**config.mk**
```make
export PLATFORM = sky130hd
export DESIGN_NAME = axi_forwarding_arbiter_flat
export DESIGN_NICKNAME = d
export VERILOG_FILES = /design/src/rtl/axi_forwarding_arbiter_pkg.sv /design/src/rtl/axi_forwarding_arbiter_if.sv /design/src/rtl/axi_forwarding_arbiter_rr_priority_encoder.sv /design/src/rtl/axi_forwarding_arbiter.sv /design/src/flat_wrapper.sv
export SDC_FILE = /design/constraint.sdc
export NUM_CORES = 1
export LEC_CHECK = 0
export CORE_MARGIN = 4
export CORE_UTILIZATION = 30
export DETAILED_ROUTE_END_ITERATION = 10
export PLACE_DENSITY = 0.84
export SYNTH_ARGS = -nofsm -noshare
export SYNTH_HDL_FRONTEND = slang
export SYNTH_SLANG_ARGS = --single-unit
```
**constraint.sdc**
```tcl
create_clock -name clk -period 2.8 [get_ports clk]
set_clock_uncertainty 0.2 [all_clocks]
set_input_delay 0.56 -clock clk [delete_from_list [all_inputs] [get_ports clk]]
set_output_delay 0.56 -clock clk [all_outputs]
set_load 0.05 [all_outputs]
```
**src/rtl/axi_forwarding_arbiter_pkg.sv**
```systemverilog
// Shared definitions for the forwarding arbiter, CAM and crossbar top.
// State encoding and select-width helper.
package axi_forwarding_arbiter_pkg;

  localparam logic [0:0] ST_IDLE  = 1'b0;
  localparam logic [0:0] ST_GRANT = 1'b1;

  function automatic int sel_w(input int n);
    return (n > 1) ? $clog2(n) : 1;
  endfunction

endpackage

```
**src/rtl/axi_forwarding_arbiter_if.sv**
```systemverilog
// Forwarding request/ack plus per-input and output AXI stream bundle.
// slave = arbiter side, master = crossbar/CAM side.
interface axi_forwarding_arbiter_if #(
  parameter int WIDTH      = 64,
  parameter int NUM_INPUTS = 2
);

  logic [NUM_INPUTS-1:0]       forward_req;
  logic [NUM_INPUTS-1:0]       forward_ack;
  logic [NUM_INPUTS*WIDTH-1:0] i_tdata;
  logic [NUM_INPUTS-1:0]       i_tlast;
  logic [NUM_INPUTS-1:0]       i_tvalid;
  logic [NUM_INPUTS-1:0]       i_tready;
  logic [WIDTH-1:0]            o_tdata;
  logic                        o_tlast;
  logic                        o_tvalid;
  logic                        o_tready;

  modport slave (
    input  forward_req, i_tdata, i_tlast,
    input  i_tvalid, o_tready,
    output forward_ack, i_tready,
    output o_tdata, o_tlast, o_tvalid
  );

  modport master (
    output forward_req, i_tdata, i_tlast,
    output i_tvalid, o_tready,
    input  forward_ack, i_tready,
    input  o_tdata, o_tlast, o_tvalid
  );

endinterface

```
**src/rtl/axi_forwarding_arbiter_rr_priority_encoder.sv**
```systemverilog
// Round-robin priority encoder: first set req bit after last, wrapping.
// Purely combinational; shared by the crossbar arbiters.
module rr_priority_encoder #(
  parameter int N  = 2,
  parameter int SW = 1
) (
  input  logic [N-1:0]  req,
  input  logic [SW-1:0] last,
  output logic [N-1:0]  gnt,
  output logic [SW-1:0] idx
);

  logic found;

  always_comb begin
    gnt   = '0;
    idx   = '0;
    found = 1'b0;
    for (int k = 1; k <= N; k++) begin
      for (int i = 0; i < N; i++) begin
        if (!found && req[i] &&
            ((int'(last) + k) % N) == i) begin
          found  = 1'b1;
          idx    = SW'(i);
          gnt[i] = 1'b1;
        end
      end
    end
  end

endmodule

```
**src/rtl/axi_forwarding_arbiter.sv**
```systemverilog
// Output-port forwarding arbiter: round-robin grant held for a packet,
// zero-latency stream mux, clear-on-read forwarded packet count.
module axi_forwarding_arbiter
  import axi_forwarding_arbiter_pkg::*;
#(
  parameter int WIDTH      = 64,
  parameter int NUM_INPUTS = 2
) (
  input  logic        clk,
  input  logic        reset,
  input  logic        clear,
  axi_forwarding_arbiter_if.slave bus,
  output logic        busy,
  input  logic        pkt_count_rd_stb,
  output logic [31:0] pkt_count
);

  localparam int SW = sel_w(NUM_INPUTS);
  localparam logic [SW-1:0] LAST_RST = SW'(NUM_INPUTS - 1);

  logic [0:0]            state_q, state_d;
  logic [SW-1:0]         sel_q, sel_d;
  logic [SW-1:0]         last_q, last_d;
  logic [NUM_INPUTS-1:0] ack_q, ack_d;
  logic [31:0]           cnt_q, cnt_d;
  logic [NUM_INPUTS-1:0] rr_gnt;
  logic [SW-1:0]         rr_idx;
  logic                  granted;
  logic                  eof;

  rr_priority_encoder #(
    .N  (NUM_INPUTS),
    .SW (SW)
  ) u_rr (
    .req  (bus.forward_req),
    .last (last_q),
    .gnt  (rr_gnt),
    .idx  (rr_idx)
  );

  assign granted         = (state_q == ST_GRANT);
  assign busy            = granted;
  assign bus.forward_ack = ack_q;
  assign pkt_count       = cnt_q;

  always_comb begin
    bus.o_tdata  = '0;
    bus.o_tlast  = 1'b0;
    bus.o_tvalid = 1'b0;
    bus.i_tready = '0;
    for (int i = 0; i < NUM_INPUTS; i++) begin
      if (granted && sel_q == SW'(i)) begin
        bus.o_tdata     = bus.i_tdata[i*WIDTH +: WIDTH];
        bus.o_tlast     = bus.i_tlast[i];
        bus.o_tvalid    = bus.i_tvalid[i];
        bus.i_tready[i] = bus.o_tready;
      end
    end
  end

  // o_tvalid is already gated by the grant
  assign eof = bus.o_tvalid & bus.o_tready & bus.o_tlast;

  always_comb begin
    state_d = state_q;
    sel_d   = sel_q;
    last_d  = last_q;
    ack_d   = ack_q;
    unique case (state_q)
      ST_IDLE: begin
        if (|bus.forward_req) begin
          ack_d   = rr_gnt;
          sel_d   = rr_idx;
          last_d  = rr_idx;
          state_d = ST_GRANT;
        end
      end
      ST_GRANT: begin
        if (eof) begin
          ack_d   = '0;
          state_d = ST_IDLE;
        end
      end
    endcase
  end

  // a read restarts the count, keeping an EOF in the read cycle
  always_comb begin
    cnt_d = cnt_q;
    if (pkt_count_rd_stb)
      cnt_d = {31'd0, eof};
    else if (eof && cnt_q != '1)
      cnt_d = cnt_q + 32'd1;
  end

  always_ff @(posedge clk) begin
    if (reset || clear) begin
      state_q <= ST_IDLE;
      sel_q   <= '0;
      last_q  <= LAST_RST;
      ack_q   <= '0;
      cnt_q   <= '0;
    end else begin
      state_q <= state_d;
      sel_q   <= sel_d;
      last_q  <= last_d;
      ack_q   <= ack_d;
      cnt_q   <= cnt_d;
    end
  end

endmodule

```
**src/flat_wrapper.sv**
```systemverilog
// flat-port wrapper written by rule: the top's interface ports become plain ports
module axi_forwarding_arbiter_flat import axi_forwarding_arbiter_pkg::*;
#(
  parameter int WIDTH      = 64,
  parameter int NUM_INPUTS = 2
)
  (clk, reset, clear, busy, pkt_count_rd_stb, pkt_count, bus_forward_req, bus_i_tdata, bus_i_tlast, bus_i_tvalid, bus_o_tready, bus_forward_ack, bus_i_tready, bus_o_tdata, bus_o_tlast, bus_o_tvalid);
  axi_forwarding_arbiter_if #(.WIDTH(WIDTH), .NUM_INPUTS(NUM_INPUTS)) bus_i ();
  input  logic clk;
  input  logic reset;
  input  logic clear;
  output logic busy;
  input  logic pkt_count_rd_stb;
  output logic [31:0] pkt_count;
  input wire logic [$bits(bus_i.forward_req)-1:0] bus_forward_req;
  input wire logic [$bits(bus_i.i_tdata)-1:0] bus_i_tdata;
  input wire logic [$bits(bus_i.i_tlast)-1:0] bus_i_tlast;
  input wire logic [$bits(bus_i.i_tvalid)-1:0] bus_i_tvalid;
  input wire logic [$bits(bus_i.o_tready)-1:0] bus_o_tready;
  output wire logic [$bits(bus_i.forward_ack)-1:0] bus_forward_ack;
  output wire logic [$bits(bus_i.i_tready)-1:0] bus_i_tready;
  output wire logic [$bits(bus_i.o_tdata)-1:0] bus_o_tdata;
  output wire logic [$bits(bus_i.o_tlast)-1:0] bus_o_tlast;
  output wire logic [$bits(bus_i.o_tvalid)-1:0] bus_o_tvalid;
  assign bus_i.forward_req = bus_forward_req;
  assign bus_i.i_tdata = bus_i_tdata;
  assign bus_i.i_tlast = bus_i_tlast;
  assign bus_i.i_tvalid = bus_i_tvalid;
  assign bus_i.o_tready = bus_o_tready;
  assign bus_forward_ack = bus_i.forward_ack;
  assign bus_i_tready = bus_i.i_tready;
  assign bus_o_tdata = bus_i.o_tdata;
  assign bus_o_tlast = bus_i.o_tlast;
  assign bus_o_tvalid = bus_i.o_tvalid;
  axi_forwarding_arbiter #(.WIDTH(WIDTH), .NUM_INPUTS(NUM_INPUTS)) u_core (.clk(clk), .reset(reset), .clear(clear), .bus(bus_i), .busy(busy), .pkt_count_rd_stb(pkt_count_rd_stb), .pkt_count(pkt_count));
endmodule
```
==> flow_results.xml <==
<?xml version="1.0" encoding="UTF-8"?>
<metrics>
  <group name="detailed_routing">
    <metric name="totalWireLength" unit="mm">13.9</metric>
    <metric name="detailedRoute.firstIterationViolations" unit="">306</metric>
    <metric name="vias" unit="">3857</metric>
    <metric name="first_pass_iters" unit="">4</metric>
    <metric name="wl_per_cell" unit="um">18.3</metric>
    <metric name="viasPerCell" unit="">5.09</metric>
    <metric name="drt_drc" unit="">0</metric>
    <metric name="antenna_violating_nets_post_route" unit="">0</metric>
  </group>
  <group name="place">
    <metric name="detailed_place.area" unit="um2">6440</metric>
    <metric name="place.gp.congestion" unit="">0.915</metric>
    <metric name="dp.final_hpwl" unit="mm">11.7</metric>
    <metric name="post-place-ws" unit="ns">-0.164</metric>
    <metric name="port_buffers" unit="">241</metric>
  </group>
  <group name="cts">
    <metric name="tritoncts" unit="">built</metric>
    <metric name="clock_insertion_delay_worst_skew" unit="ns">0.30</metric>
    <metric name="clock-sinks" unit="">37</metric>
    <metric name="cts.htree.levels" unit="">2</metric>
    <metric name="clockBufferDepth" unit="">2</metric>
    <metric name="cts_root_buffer_type" unit="">clkbuf_8</metric>
    <metric name="clk_transition_reported_paths" unit="ns">0.08</metric>
    <metric name="cts_inserted_buffers" unit="">5</metric>
  </group>
  <group name="setup_path">
    <metric name="reg2regPathDepth" unit="">8</metric>
    <metric name="worstPathArrival" unit="ns">2.60</metric>
    <metric name="critPathSlowestCell" unit="">or4_4</metric>
    <metric name="worst_setup_path_start_kind" unit="">flip-flop</metric>
    <metric name="crit_path_cell_trace" unit="">ha_1 -&gt; nand4_1 -&gt; or4_4 -&gt; buf_4 -&gt; o311ai_1 -&gt; buf_4 -&gt; xor2_1 -&gt; nor2_1</metric>
    <metric name="worstReg2RegEnd" unit="">u_core.pkt_count[9]</metric>
    <metric name="critical_path.endpoint_type" unit="">flip-flop</metric>
    <metric name="worst_path_most_repeated_cell" unit="">buf_4</metric>
    <metric name="critical_path.max_stage_delay" unit="ns">0.57</metric>
    <metric name="highest_net_fanout_along_the_worst_path" unit="">5</metric>
    <metric name="rr_startpoint" unit="">u_core.pkt_count[0]</metric>
    <metric name="path_class" unit="">reg2reg</metric>
    <metric name="cp.required" unit="ns">2.78</metric>
    <metric name="reg2reg_setup_slack" unit="ns">0.18</metric>
  </group>
  <group name="power">
    <metric name="power.share.sequential" unit="%">33.4</metric>
    <metric name="cellInternalPower" unit="mW">1.09</metric>
    <metric name="combinationalPowerShare" unit="%">43.6</metric>
    <metric name="power.share.clock" unit="%">23.0</metric>
    <metric name="switching_share" unit="%">31.8</metric>
    <metric name="p_sw" unit="mW">0.509</metric>
    <metric name="power.static_leakage" unit="nW">2.13</metric>
    <metric name="p_total" unit="mW">1.60</metric>
    <metric name="power_per_cell_area" unit="nW/um2">246</metric>
    <metric name="vdd_ir_drop_max" unit="uV">178</metric>
  </group>
  <group name="layout">
    <metric name="num-fill-cells" unit="">768</metric>
    <metric name="drive_gt1_share" unit="%">22.2</metric>
    <metric name="finish.net_count" unit="">764</metric>
    <metric name="final_design_area_no_fill" unit="um2">6530</metric>
    <metric name="area_delta_synth_final" unit="%">117</metric>
    <metric name="antenna_cells" unit="">0</metric>
  </group>
  <group name="global_route">
    <metric name="globalRouteMet2Util" unit="%">39.3</metric>
    <metric name="track_usage" unit="%">22.7</metric>
    <metric name="groute.layer.met1.usage" unit="%">25.3</metric>
    <metric name="grtUsageMet3" unit="%">10.1</metric>
    <metric name="first_global_vias" unit="">3930</metric>
    <metric name="grt_first_pass_wirelength" unit="mm">20.8</metric>
    <metric name="most_used_routing_layer" unit="">met2</metric>
    <metric name="gr-total-overflow" unit="">0</metric>
    <metric name="grt_max_degree" unit="">66</metric>
    <metric name="grt_antenna_before_repair" unit="">0</metric>
  </group>
  <group name="sta">
    <metric name="final-max-slew-violation-count" unit="">0</metric>
    <metric name="worst_slew_margin_rel" unit="%">50.0</metric>
    <metric name="rsz0062_at_grt" unit="">no</metric>
    <metric name="max_slew.worst_pin.slew" unit="ns">0.750</metric>
    <metric name="max_freq" unit="GHz">0.381</metric>
    <metric name="fin_ws" unit="ns">0.175</metric>
    <metric name="final_min_period_over_clock_period" unit="%">93.7</metric>
    <metric name="setup_violations" unit="">0</metric>
    <metric name="final_period_minus_worst_setup_slack" unit="ns">2.62</metric>
    <metric name="finalHoldViolCount" unit="">0</metric>
  </group>
  <group name="synth">
    <metric name="xor_and_xnor_area_share_after_synthesis" unit="%">1.16</metric>
    <metric name="synth_commonest_cells" unit="">66 x mux2i_1, 66 x nor2b_1, 37 x dfxtp_1, 31 x a21oi_1, 22 x or3_1</metric>
    <metric name="ys_async_sr_fraction" unit="%">0</metric>
    <metric name="synth_top_area_share" unit="%">24.6</metric>
    <metric name="synthMuxAreaShare" unit="%">21.9</metric>
    <metric name="synth_area_per_cell" unit="um2">7.95</metric>
    <metric name="synth-seq-cells" unit="">37</metric>
    <metric name="netlist.top_cell.by_area" unit="">dfxtp_1</metric>
    <metric name="synth_adder_area_share" unit="%">0.415</metric>
    <metric name="synth_cells" unit="">379</metric>
    <metric name="synth.yosys.warnings" unit="">0</metric>
    <metric name="main_combinational_cell_family_by_area_after_synthesis" unit="">simple AND/OR/NAND/NOR gates</metric>
    <metric name="yosysUniqueCellTypes" unit="">40</metric>
    <metric name="synth_top_flop_cell" unit="">dfxtp_1</metric>
    <metric name="synth_edf_count" unit="">0</metric>
    <metric name="synth.yosys.seq_area_share" unit="%">24.6</metric>
    <metric name="synth_nets" unit="">519</metric>
    <metric name="synth_simple_gate_area_share" unit="%">34.3</metric>
    <metric name="post_synth_main_area_contributors" unit="">dfxtp_1 25%, mux2i_1 22%, nor2b_1 14%, a21oi_1 5.2%, or3_1 4.6%</metric>
    <metric name="synth-compound-area-share" unit="%">13.9</metric>
    <metric name="syn_area" unit="um2">3010</metric>
  </group>
  <group name="worst_hold_path">
    <metric name="holdPathEnd" unit="">u_core.bus.forward_ack[1]</metric>
    <metric name="path_class_of_the_lowest_slack_min_delay_path" unit="">reg2reg</metric>
    <metric name="worst_hold_path.num_cells" unit="">2</metric>
    <metric name="holdCritStartpoint" unit="">u_core.bus.forward_ack[1]</metric>
  </group>
  <group name="die">
    <metric name="initial_cell_density_of_the_core" unit="%">30.8</metric>
    <metric name="design.die.area" unit="um2">11700</metric>
    <metric name="floorplan.rows" unit="">36</metric>
    <metric name="die_h" unit="um">108</metric>
    <metric name="core_area" unit="um2">9770</metric>
    <metric name="num_io_pins" unit="">242</metric>
    <metric name="die_w" unit="um">108</metric>
  </group>
  <group name="run_status">
    <metric name="status" unit="">finished clean</metric>
  </group>
  <group name="job">
    <metric name="drv.max_cap_violation_count" unit="">0</metric>
  </group>
</metrics>
==> placed cells by master, fill, tap and decap left out, types with 2 or more instances in the layout <==
cell type and n:
a21oi_1 31, buf_12 70, buf_4 21, clkbuf_8 5, clkdlybuf4s50_1 172, clkinv_2 2
dfxtp_1 33, dfxtp_2 3, inv_1 4, mux2i_1 66, nand2_1 21, nand2b_1 3
nand3_1 11, nand4_1 12, nor2_1 14, nor2b_1 39, nor2b_2 27, nor3_1 5
o21ai_0 18, o31ai_1 8, o31ai_4 2, or2_2 2, or3_1 22, or4_1 10
xor2_1 4
==> metal layers <==
layer  part of all wire (%)  vias to the layer above
met3                     11                       23
met1                     36                     1780
li1                       -                     1866
met2                     50                      188
met4                    2.6                        0
met5                      0                        -
==> timing repair <==
action,CTS,global route
pin swaps,0,1
resized for setup,1,0
endpoints found under the setup margin,13,2
hold buffers,0,0
buffers inserted,0,0
==> registers in the layout, summed over array words and instances, names as in the netlist <==
register,flops
u_core.busy,1
u_core.pkt_count,32
u_core.last_q,1
u_core.bus.forward_ack,2
u_core.sel_q,1
==> worst max-delay path, delay by kind of cell (launching register included) <==
kind | cells | cell delay (ns)
adder cells (fa/ha/maj) | 1 | 0.18
XOR/XNOR | 1 | 0.14
AO/OA/AOI/OAI | 1 | 0.47
flip-flops | 1 | 0.33
buffers and inverters | 2 | 0.40
AND/OR/NAND/NOR | 3 | 0.77
==> power by group through the flow <==
stage                     Sequential (mW)  Combinational [mW]  Clock (mW)
after floorplan                     0.550               0.280           0
after global placement              0.548               0.689           0
after detailed placement            0.549               0.700           0
after CTS                           0.537               0.703       0.372
after global routing                0.538               0.730       0.401
final                               0.536               0.699       0.369
==> how the worst max path moves through the flow <==
stage	startpoint	to	slack, ns	depth (start not counted)
global route	u_core.pkt_count[0]	u_core.pkt_count[3]	0.01	6
CTS	u_core.pkt_count[0]	u_core.pkt_count[9]	0.20	8
floorplan	u_core.sel_q	bus_o_tdata[36]	0.1	5
detailed placement	u_core.pkt_count[0]	u_core.pkt_count[6]	-0.16	6
finish	u_core.pkt_count[0]	u_core.pkt_count[9]	0.18	8
global placement	bus_i_tvalid[1]	u_core.pkt_count[16]	0.05	6
==> logic make-up (layout without fill, tap and decap cells) <==
family / count (synthesis) / after routing
muxes: 66 / 66
and+or+nand+nor: 174 / 174
xor gates and xnor gates: 4 / 4
adders and majority gates: 1 / 1
DFF: 37 / 37
buffers and inverters: 29 / 275
AOI/OAI and AO/OA: 68 / 68
==> per-stage QoR <==
step                utilization, %  hold slack, ns  instances  setup TNS [ns]
floorplan                        -           0.283        379               0
detailed placement            65.8           0.293        750          -0.945
global route                  66.8           0.338        758               0
CTS                           66.8           0.309        758               0
finish                        66.8           0.306        758               0
global placement              65.8           0.278        750               0
==> area by class of cell <==
class	count	area (um2)	share of cell area, %
multi-input cells	313	2230	34.2
clock buffers	6	72.6	1.11
inverters	4	15.0	0.230
well taps	133	166	2.55
repair buffers	263	3280	50.3
clock inverters	2	10.0	0.153
flip-flops and latches	37	748	11.5
(Power assumes the default switching activity.)
